--- config.mk ---
export PLATFORM = sky130hd
export DESIGN_NAME = ccff_bitstream_loader_flat
export DESIGN_NICKNAME = d
export VERILOG_FILES = /design/src/rtl/ccff_bitstream_loader_if.sv /design/src/rtl/ccff_bitstream_loader.sv /design/src/flat_wrapper.sv
export SDC_FILE = /design/constraint.sdc
export NUM_CORES = 1
export LEC_CHECK = 0
export BUFFER_PORTS_ARGS = -buffer_cell sky130_fd_sc_hd__buf_4
export CAP_MARGIN = 20
export CORE_MARGIN = 10
export CORE_UTILIZATION = 32
export CTS_BUF_LIST = sky130_fd_sc_hd__clkbuf_8
export DETAILED_ROUTE_END_ITERATION = 12
export MAX_ROUTING_LAYER = met4
export PLACE_DENSITY = 0.55
export SLEW_MARGIN = 0
export SYNTH_ARGS = -nofsm -noshare
export SYNTH_HDL_FRONTEND = slang
export SYNTH_SLANG_ARGS = --single-unit
--- constraint.sdc ---
create_clock -name prog_clk -period 7.2 [get_ports prog_clk]
set_clock_uncertainty 0.2 [all_clocks]
set_input_delay 0.36 -clock prog_clk [delete_from_list [all_inputs] [get_ports prog_clk]]
set_output_delay 0.36 -clock prog_clk [all_outputs]
set_load 0.02 [all_outputs]
--- src/rtl/ccff_bitstream_loader_if.sv ---
// Bitstream word stream between an upstream feeder (master) and the CCFF loader (slave).
interface ccff_bitstream_loader_if #(
    parameter int unsigned WORD_W = 8
);
    logic [WORD_W-1:0] bs_data;
    logic              bs_valid;
    logic              bs_ready;

    modport master (
        output bs_data,
        output bs_valid,
        input  bs_ready
    );

    modport slave (
        input  bs_data,
        input  bs_valid,
        output bs_ready
    );
endinterface

--- src/rtl/ccff_bitstream_loader.sv ---
// Serialises bitstream words onto a configuration chain (ccff_head / ccff_shift_en).
// Optional readback of the old chain contents at ccff_tail when CCFF_READBACK_EN is defined.
module ccff_bitstream_loader #(
    parameter int unsigned WORD_W    = 8,
    parameter int unsigned CHAIN_LEN = 36,
    parameter int unsigned CNT_W     = 16
) (
    input  logic                      prog_clk,
    input  logic                      prog_reset_n,
    input  logic                      start,
    ccff_bitstream_loader_if.slave    bs,
    output logic                      ccff_head,
    output logic                      ccff_shift_en,
    input  logic                      ccff_tail,
    output logic                      busy,
    output logic                      done,
    output logic [CNT_W-1:0]          bit_cnt
`ifdef CCFF_READBACK_EN
    ,
    output logic [WORD_W-1:0]         rb_data,
    output logic                      rb_valid
`endif
);

    localparam int unsigned WB_W = $clog2(WORD_W + 1);
    localparam logic [CNT_W-1:0] CHAIN_LEN_C = CNT_W'(CHAIN_LEN);
    localparam logic [CNT_W-1:0] WORD_W_C    = CNT_W'(WORD_W);

    typedef enum logic [1:0] {
        ST_IDLE  = 2'd0,
        ST_LOAD  = 2'd1,
        ST_SHIFT = 2'd2,
        ST_DONE  = 2'd3
    } state_e;

    state_e             state_q, state_d;
    logic [WORD_W-1:0]  sreg_q, sreg_d;
    logic               head_q, head_d;
    logic               shift_en_q, shift_en_d;
    logic               busy_q, busy_d;
    logic               done_q, done_d;
    logic [CNT_W-1:0]   bit_cnt_q, bit_cnt_d;
    logic [WB_W-1:0]    word_bits_q, word_bits_d;
    logic [WB_W-1:0]    word_cnt_q, word_cnt_d;
    logic [CNT_W-1:0]   remain;
    logic               load_start;

    assign load_start = ((state_q == ST_IDLE) || (state_q == ST_DONE)) && start;

    // State register and datapath flops.
    always_ff @(posedge prog_clk or negedge prog_reset_n) begin
        if (!prog_reset_n) begin
            state_q     <= ST_IDLE;
            sreg_q      <= '0;
            head_q      <= 1'b0;
            shift_en_q  <= 1'b0;
            busy_q      <= 1'b0;
            done_q      <= 1'b0;
            bit_cnt_q   <= '0;
            word_bits_q <= '0;
            word_cnt_q  <= '0;
        end else begin
            state_q     <= state_d;
            sreg_q      <= sreg_d;
            head_q      <= head_d;
            shift_en_q  <= shift_en_d;
            busy_q      <= busy_d;
            done_q      <= done_d;
            bit_cnt_q   <= bit_cnt_d;
            word_bits_q <= word_bits_d;
            word_cnt_q  <= word_cnt_d;
        end
    end

    // Next-state logic. head/shift_en are registered, so each is set up on the
    // edge before the cycle in which the chain captures it.
    always_comb begin
        state_d     = state_q;
        sreg_d      = sreg_q;
        head_d      = head_q;
        shift_en_d  = 1'b0;
        busy_d      = busy_q;
        done_d      = done_q;
        bit_cnt_d   = bit_cnt_q;
        word_bits_d = word_bits_q;
        word_cnt_d  = word_cnt_q;
        remain      = CHAIN_LEN_C - bit_cnt_q;

        if (shift_en_q && (bit_cnt_q != CHAIN_LEN_C)) begin
            bit_cnt_d = bit_cnt_q + CNT_W'(1);
        end

        case (state_q)
            ST_IDLE, ST_DONE: begin
                if (start) begin
                    state_d   = ST_LOAD;
                    bit_cnt_d = '0;
                    done_d    = 1'b0;
                    busy_d    = 1'b1;
                end
            end
            ST_LOAD: begin
                if (bs.bs_valid) begin
                    head_d      = bs.bs_data[0];
                    sreg_d      = bs.bs_data >> 1;
                    shift_en_d  = 1'b1;
                    word_bits_d = (remain >= WORD_W_C) ? WB_W'(WORD_W) : WB_W'(remain);
                    word_cnt_d  = WB_W'(1);
                    state_d     = ST_SHIFT;
                end
            end
            ST_SHIFT: begin
                if (word_cnt_q == word_bits_q) begin
                    if (bit_cnt_d == CHAIN_LEN_C) begin
                        state_d = ST_DONE;
                        busy_d  = 1'b0;
                        done_d  = 1'b1;
                    end else begin
                        state_d = ST_LOAD;
                    end
                end else begin
                    head_d     = sreg_q[0];
                    sreg_d     = sreg_q >> 1;
                    shift_en_d = 1'b1;
                    word_cnt_d = word_cnt_q + WB_W'(1);
                end
            end
            default: state_d = ST_IDLE;
        endcase
    end

    assign bs.bs_ready    = (state_q == ST_LOAD);
    assign ccff_head      = head_q;
    assign ccff_shift_en  = shift_en_q;
    assign busy           = busy_q;
    assign done           = done_q;
    assign bit_cnt        = bit_cnt_q;

`ifdef CCFF_READBACK_EN
    logic [WORD_W-1:0] rb_acc_q, rb_acc_d;
    logic [WORD_W-1:0] rb_word;
    logic [WB_W-1:0]   rb_cnt_q, rb_cnt_d;
    logic [WORD_W-1:0] rb_data_q, rb_data_d;
    logic              rb_valid_q, rb_valid_d;

    always_ff @(posedge prog_clk or negedge prog_reset_n) begin
        if (!prog_reset_n) begin
            rb_acc_q   <= '0;
            rb_cnt_q   <= '0;
            rb_data_q  <= '0;
            rb_valid_q <= 1'b0;
        end else begin
            rb_acc_q   <= rb_acc_d;
            rb_cnt_q   <= rb_cnt_d;
            rb_data_q  <= rb_data_d;
            rb_valid_q <= rb_valid_d;
        end
    end

    // Old chain bit is sampled on every capturing edge; the last bit of the
    // load flushes a partial word so it lands together with done.
    always_comb begin
        rb_acc_d   = rb_acc_q;
        rb_cnt_d   = rb_cnt_q;
        rb_data_d  = rb_data_q;
        rb_valid_d = 1'b0;
        rb_word    = rb_acc_q | (WORD_W'(ccff_tail) << rb_cnt_q);

        if (load_start) begin
            rb_acc_d = '0;
            rb_cnt_d = '0;
        end else if (shift_en_q) begin
            if ((rb_cnt_q == WB_W'(WORD_W - 1)) || (bit_cnt_d == CHAIN_LEN_C)) begin
                rb_data_d  = rb_word;
                rb_valid_d = 1'b1;
                rb_acc_d   = '0;
                rb_cnt_d   = '0;
            end else begin
                rb_acc_d = rb_word;
                rb_cnt_d = rb_cnt_q + WB_W'(1);
            end
        end
    end

    assign rb_data  = rb_data_q;
    assign rb_valid = rb_valid_q;
`else
    // Tail has no consumer without readback.
    logic unused_tail;
    assign unused_tail = &{1'b0, ccff_tail, load_start, 1'b0};
`endif

endmodule

--- src/flat_wrapper.sv ---
// flat-port wrapper written by rule: the top's interface ports become plain ports
module ccff_bitstream_loader_flat 
#(
    parameter int unsigned WORD_W    = 8,
    parameter int unsigned CHAIN_LEN = 36,
    parameter int unsigned CNT_W     = 16
)
  (prog_clk, prog_reset_n, start, ccff_head, ccff_shift_en, ccff_tail, busy, done, bit_cnt, bs_bs_data, bs_bs_valid, bs_bs_ready);
  ccff_bitstream_loader_if #(.WORD_W(WORD_W)) bs_i ();
  input  logic prog_clk;
  input  logic prog_reset_n;
  input  logic start;
  output logic ccff_head;
  output logic ccff_shift_en;
  input  logic ccff_tail;
  output logic busy;
  output logic done;
  output logic [CNT_W-1:0] bit_cnt;
  input wire logic [$bits(bs_i.bs_data)-1:0] bs_bs_data;
  input wire logic [$bits(bs_i.bs_valid)-1:0] bs_bs_valid;
  output wire logic [$bits(bs_i.bs_ready)-1:0] bs_bs_ready;
  assign bs_i.bs_data = bs_bs_data;
  assign bs_i.bs_valid = bs_bs_valid;
  assign bs_bs_ready = bs_i.bs_ready;
  ccff_bitstream_loader #(.WORD_W(WORD_W), .CHAIN_LEN(CHAIN_LEN), .CNT_W(CNT_W)) u_core (.prog_clk(prog_clk), .prog_reset_n(prog_reset_n), .start(start), .bs(bs_i), .ccff_head(ccff_head), .ccff_shift_en(ccff_shift_en), .ccff_tail(ccff_tail), .busy(busy), .done(done), .bit_cnt(bit_cnt));
endmodule
Word-level counts from Yosys, hierarchy flattened
Index checks and enable logic that the tools add are counted.

cells by class
  add/sub/neg operators = 3
  $lt $le $gt $ge = 1
  equality and inequality tests = 11
  mux-type cells = 29
  reduce and logical (&&, ||, !) cells = 9

operators with widths
  kind                   count
  $mux 16                3
  $add 16x1->16 const B  1
  $eq 16x6->1 const B    1
  $ge 16x4->1 const B    1
  $mux 8                 2
  $ne 16x6->1 const B    1
  $pmux 8 s2             1
  $sub 6x16->16 const A  1
  $mux 4                 3
  $mux 1                 10
  $mux 2                 4
  $pmux 1 s2             4
  $pmux 4 s2             1
  $ne 2x2->1 const B     3
  $pmux 2 s3             1
  $reduce_and 3->1       2
  $add 4x1->4 const B    1
  $eq 2x2->1 const B     2
  $eq 4x4->1             1
  $ne 2x1->1 const B     2
  $reduce_and 4->1       1
  $reduce_bool 2->1      2
  $eq 2x1->1 const B     1
  $logic_not 2->1        1
  other kinds (3)        3

word-level totals
  flip-flop bits (word level) = 38
  bits of input ports = 13
  word-level logic and storage cells = 62

Longest topological paths before layout
  word-level depth = 7
  depth in mapped cells = 9
  mapped depth without buffers = 8

Worst setup path after synthesis
No wires, ideal clock.

  path kind = reg-to-reg
  start point = register u_core.bit_cnt_q[0], in the netlist u_core.bit_cnt[0]
  end point = register u_core.word_bits_q[1]
  setup time = 0.138 ns
  arrival = 2.054 ns
  slack = 4.808 ns
  stages on the path, launching flop included = 10
  buffers on the path = 1
  period minus slack after synthesis = 2.392 ns
  cells stage by stage = dfrtp_1 -> buf_2 -> inv_1 -> ha_1 -> nor2b_1 -> o21ai_0 -> nand2_1 -> and4_1 -> o211ai_1 -> o21ai_0

on the way
  word-level cells in the longest chain between the ends = 3

RTL lines
  item                    line                          RTL
  start, declared         ccff_bitstream_loader.sv:42   logic [CNT_W-1:0] bit_cnt_q, bit_cnt_d;
  start signal, assigned  ccff_bitstream_loader.sv:69   bit_cnt_q <= bit_cnt_d;
  $sub 6x16->16 *         ccff_bitstream_loader.sv:87   remain = CHAIN_LEN_C - bit_cnt_q;
  $ge 16x4->1             ccff_bitstream_loader.sv:107  word_bits_d = (remain >= WORD_W_C) ? WB_W'(WORD_W) : WB_W'(remain);
  $mux 4 *                ccff_bitstream_loader.sv:107
  end signal, assigned    ccff_bitstream_loader.sv:70   word_bits_q <= word_bits_d;
  end, declared           ccff_bitstream_loader.sv:43   logic [WB_W-1:0] word_bits_q, word_bits_d;

Every way passes the cells marked *; elsewhere a longest branch is shown, timed or not.
A chain may end at the register's enable or synchronous reset.

Worst setup path in the final report
  start point = register u_core.state_q[0]
  end point = register u_core.busy_q, in the netlist u_core.busy

on the way
  word-level cells in the longest chain between the ends = 4

RTL lines
  item                                                       line                         RTL
  start, declared                                            ccff_bitstream_loader.sv:36  state_e state_q, state_d;
  start signal, assigned                                     ccff_bitstream_loader.sv:63  state_q <= state_d;
  $eq 2x2->1 or $logic_not 2->1 (tied branches)              --
  $reduce_or 2->1                                            ccff_bitstream_loader.sv:93  case (state_q)
  $ne 2x2->1 (no line) or $reduce_bool 2->1 (tied branches)  --
  $reduce_and 4->1 (no line)                                 --
  end signal, assigned                                       ccff_bitstream_loader.sv:67  busy_q <= busy_d;
  end, declared                                              ccff_bitstream_loader.sv:40  logic busy_q, busy_d;

Parallel ways exist; a longest one is shown, timed or not.

==> impl_metrics.json <==
{
  "status": "completed",
  "fin_crit_sh_pct": 38.3,
  "yosysTopAreaCell": "dfrtp_1",
  "ys_seq_area_share_pct": 37.5,
  "dieArea_um2": 11600,
  "tns_ps": 0,
  "yosysTopAreaCellShare_pct": 37.5,
  "slew_headroom_pct": 51.3,
  "end_kind": "flop",
  "ant_nets": 0,
  "whs_ps": 67.0,
  "reg2reg_depth": 6,
  "grt_usage_pct": 11.2,
  "syn_area_um2": 2470,
  "drc": 0,
  "ys_top_cells_by_area": "dfrtp_1, nor2_1, xnor2_1, xor2_1, mux2i_1",
  "setup_viol": 0,
  "grt_pass1_wl_um": 10300,
  "synth_compound_area_share_pct": 17.8,
  "tightest_slew_ps": 731,
  "nets": 323,
  "synthCells": 278,
  "area_growth_pct": 16.8,
  "synth_top_family_by_area": "simple AND/OR/NAND/NOR gates",
  "clock_tree.root_cell": "clkbuf_8",
  "synthDistinctLibCells": 54,
  "fp-row-count": 31,
  "synth_edf_count": 0,
  "final_hold_viol_count": 0,
  "ys_warn_count": 0,
  "cp_max_fo": 13,
  "critPathKind": "flop to flop",
  "vdd_ir_drop_max_v": 0.000107,
  "clkLatencyLatePin_ps": 290,
  "total_power_uw": 774,
  "wl_per_cell_um": 15.2,
  "routed_wl_um": 6130,
  "hold-path-cell-count": 3,
  "drv_cap": 0,
  "hpwl_um": 4550,
  "synth_simple_gate_area_share_pct": 23.9,
  "diodes": 0,
  "hold_class": "input pin to flop",
  "critPathLaunchType": "flop",
  "synth_ff_type": "dfrtp_1",
  "start_util_pct": 33.5,
  "arrival_ps": 2740,
  "powerDensity_nw_per_um2": 268,
  "firstDrtPassIters": 4,
  "rsz0062_at_grt": "false",
  "drt_iter0_markers": 87,
  "muxShareOfSynthArea_pct": 4.05,
  "numCtsBuffers": 5,
  "gr-total-overflow": 0,
  "clk_pin_slew_ps": 70,
  "vias": 2055,
  "cp_data_required_time_ps": 7180,
  "synthArstFlopShare_pct": 100,
  "leakagePower_nw": 1.27,
  "fp.dieH_um": 108,
  "synth_seq_cells": 37,
  "synth_xor_area_share_pct": 8.51,
  "fmax_mhz": 362,
  "antenna_found_initial": 0,
  "cts_buffer_depth": 2,
  "synth.net_count": 298,
  "fillers": 778,
  "gp_congestion": 0.812,
  "postCtsResizedCells": 0,
  "fin_crit_ps": 2760,
  "syn_area_per_cell_um2": 8.88,
  "num_io_pins": 34,
  "via_per_inst": 5.11,
  "cts_tree": "built",
  "cts_num_sinks": 37,
  "drive_gt1_share_pct": 18.2,
  "grt_max_degree": 38,
  "port_buffers": 32,
  "die_x_um": 108,
  "htreeDepth": 2,
  "coreArea_um2": 7370,
  "finalMaxSlewViolations": 0,
  "synth-adder-area-share_pct": 3.55,
  "grt_pass1_vias": 1997
}
==> logic make-up (layout without fill, tap and decap cells) <==
kind of cell / count (synthesis) / in the layout
and+or+nand+nor: 112 / 112
muxes: 10 / 10
adders and majority gates: 7 / 7
DFF: 37 / 37
xor gates and xnor gates: 24 / 24
AOI/OAI and AO/OA: 60 / 60
buffers and inverters: 28 / 53
==> synth_stat cells, types with 2 or more instances <==
| cell | count |
|---|---|
| nor2_1 | 41 |
| dfrtp_1 | 37 |
| nand2_1 | 17 |
| a21oi_1 | 15 |
| inv_1 | 12 |
| xnor2_1 | 12 |
| xor2_1 | 12 |
| mux2i_1 | 10 |
| o21ai_0 | 10 |
| nand3_1 | 9 |
| nand4_1 | 9 |
| buf_2 | 8 |
| clkbuf_1 | 7 |
| ha_1 | 7 |
| nor3_1 | 5 |
| and2_1 | 4 |
| and3_1 | 4 |
| o211ai_1 | 4 |
| o21ai_1 | 4 |
| a211o_1 | 3 |
| nand2b_1 | 3 |
| or2_2 | 3 |
| a22oi_1 | 2 |
| and4_1 | 2 |
| nor2b_1 | 2 |
| nor3b_1 | 2 |
| nor4_1 | 2 |
| o2111ai_1 | 2 |
| o21a_1 | 2 |
| o22a_1 | 2 |
| or3_1 | 2 |
| or3_4 | 2 |
==> where the power goes <==
part | switching (mW) | internal [mW] | leakage, nW
combinational | 0.183 | 0.115 | 0.742
clock | 0.0757 | 0.101 | 0.0540
sequential | 0.0466 | 0.252 | 0.474
total | 0.306 | 0.468 | 1.27
==> timing repair <==
| action | 4_1_cts | 5_1_grt |
|---|---|---|
| endpoints found under the hold margin | 37 | 0 |
| hold buffers | 1 | 0 |
| buffers inserted | 0 | 0 |
==> worst max-delay path, stage by stage, from the launching register on <==
cell       delay (ps)
dfrtp_1           400
inv_1              90
ha_1              630
or4b_2            650
a221oi_2          270
o2111ai_2         200
o22a_1            210
==> cells in the final DEF, fill, tap and decap left out, drive strengths merged, types with 2 or more instances in the layout <==
| cell | count |
|---|---|
| o211ai | 4 |
| nor2 | 41 |
| xor2 | 12 |
| o21a | 2 |
| and3 | 4 |
| buf | 33 |
| dfrtp | 37 |
| o2111ai | 3 |
| nor4 | 2 |
| a221oi | 2 |
| nand4 | 10 |
| a21oi | 15 |
| nor3b | 2 |
| and4 | 3 |
| or3 | 4 |
| inv | 12 |
| clkbuf | 5 |
| xnor2 | 12 |
| nand2b | 3 |
| or2 | 3 |
| a211o | 3 |
| nor3 | 5 |
| nand2 | 17 |
| o22a | 2 |
| mux2i | 10 |
| nand3 | 9 |
| a22oi | 2 |
| ha | 7 |
| o31ai | 2 |
| nor2b | 2 |
| and2 | 4 |
| o21ai | 14 |
==> flip-flops by register name (all words and copies together), names as in the netlist, 2 cells and up <==
register            flops
u_core.word_bits_q      4
u_core.bit_cnt         16
u_core.word_cnt_q       4
u_core.state_q          2
u_core.sreg_q           7
==> path summary, 6_finish.rpt <==
| kind | end | slack, ps | from |
|---|---|---|---|
| worst min register to register | u_core.word_bits_q[0] | 310 | u_core.word_bits_q[0] |
| worst max register to register | u_core.busy | 4440 | u_core.state_q[0] |
| worst max-delay path | u_core.busy | 4440 | u_core.state_q[0] |
| worst min-delay path | u_core.sreg_q[6] | 70 | bs_bs_data[7] |
| min in group asynchronous | u_core.bit_cnt[15] | 360 | prog_reset_n |
| max in group asynchronous | u_core.word_bits_q[1] | 6090 | prog_reset_n |
==> metrics by stage <==
stage          area [um^2]  utilization, %  cells  setup WS, ps
3_5_place_dp          2770            37.6    394          4420
3_3_place_gp          2770            37.6    394          4460
2_1_floorplan         2470               -    278          4810
4_1_cts               2880            39.1    402          4400
5_1_grt               2880            39.1    402          4290
6_report              2880            39.1    402          4440
==> layer usage <==
layer | wire [um] | vias to the layer above | GRT usage (%)
met2 | 2900 | 30 | 17.4
met3 | 130 | 6 | 1.62
met4 | 71 | 0 | 3.72
met1 | 3030 | 984 | 14.5
met5 | 0 | - | -
li1 | - | 1035 | -
==> layout make-up <==
cell class              instances  area, um^2  area share (%)
clock buffers                   5        68.8            2.39
clock inverters                 2        35.0            1.21
inverters                      12        45.0            1.56
multi-input cells             213        1430            49.5
flip-flops and latches         37         926            32.1
well taps                      99         124            4.30
repair buffers                 34         258            8.94
No activity file was read; power rests on OpenSTA's default activity.
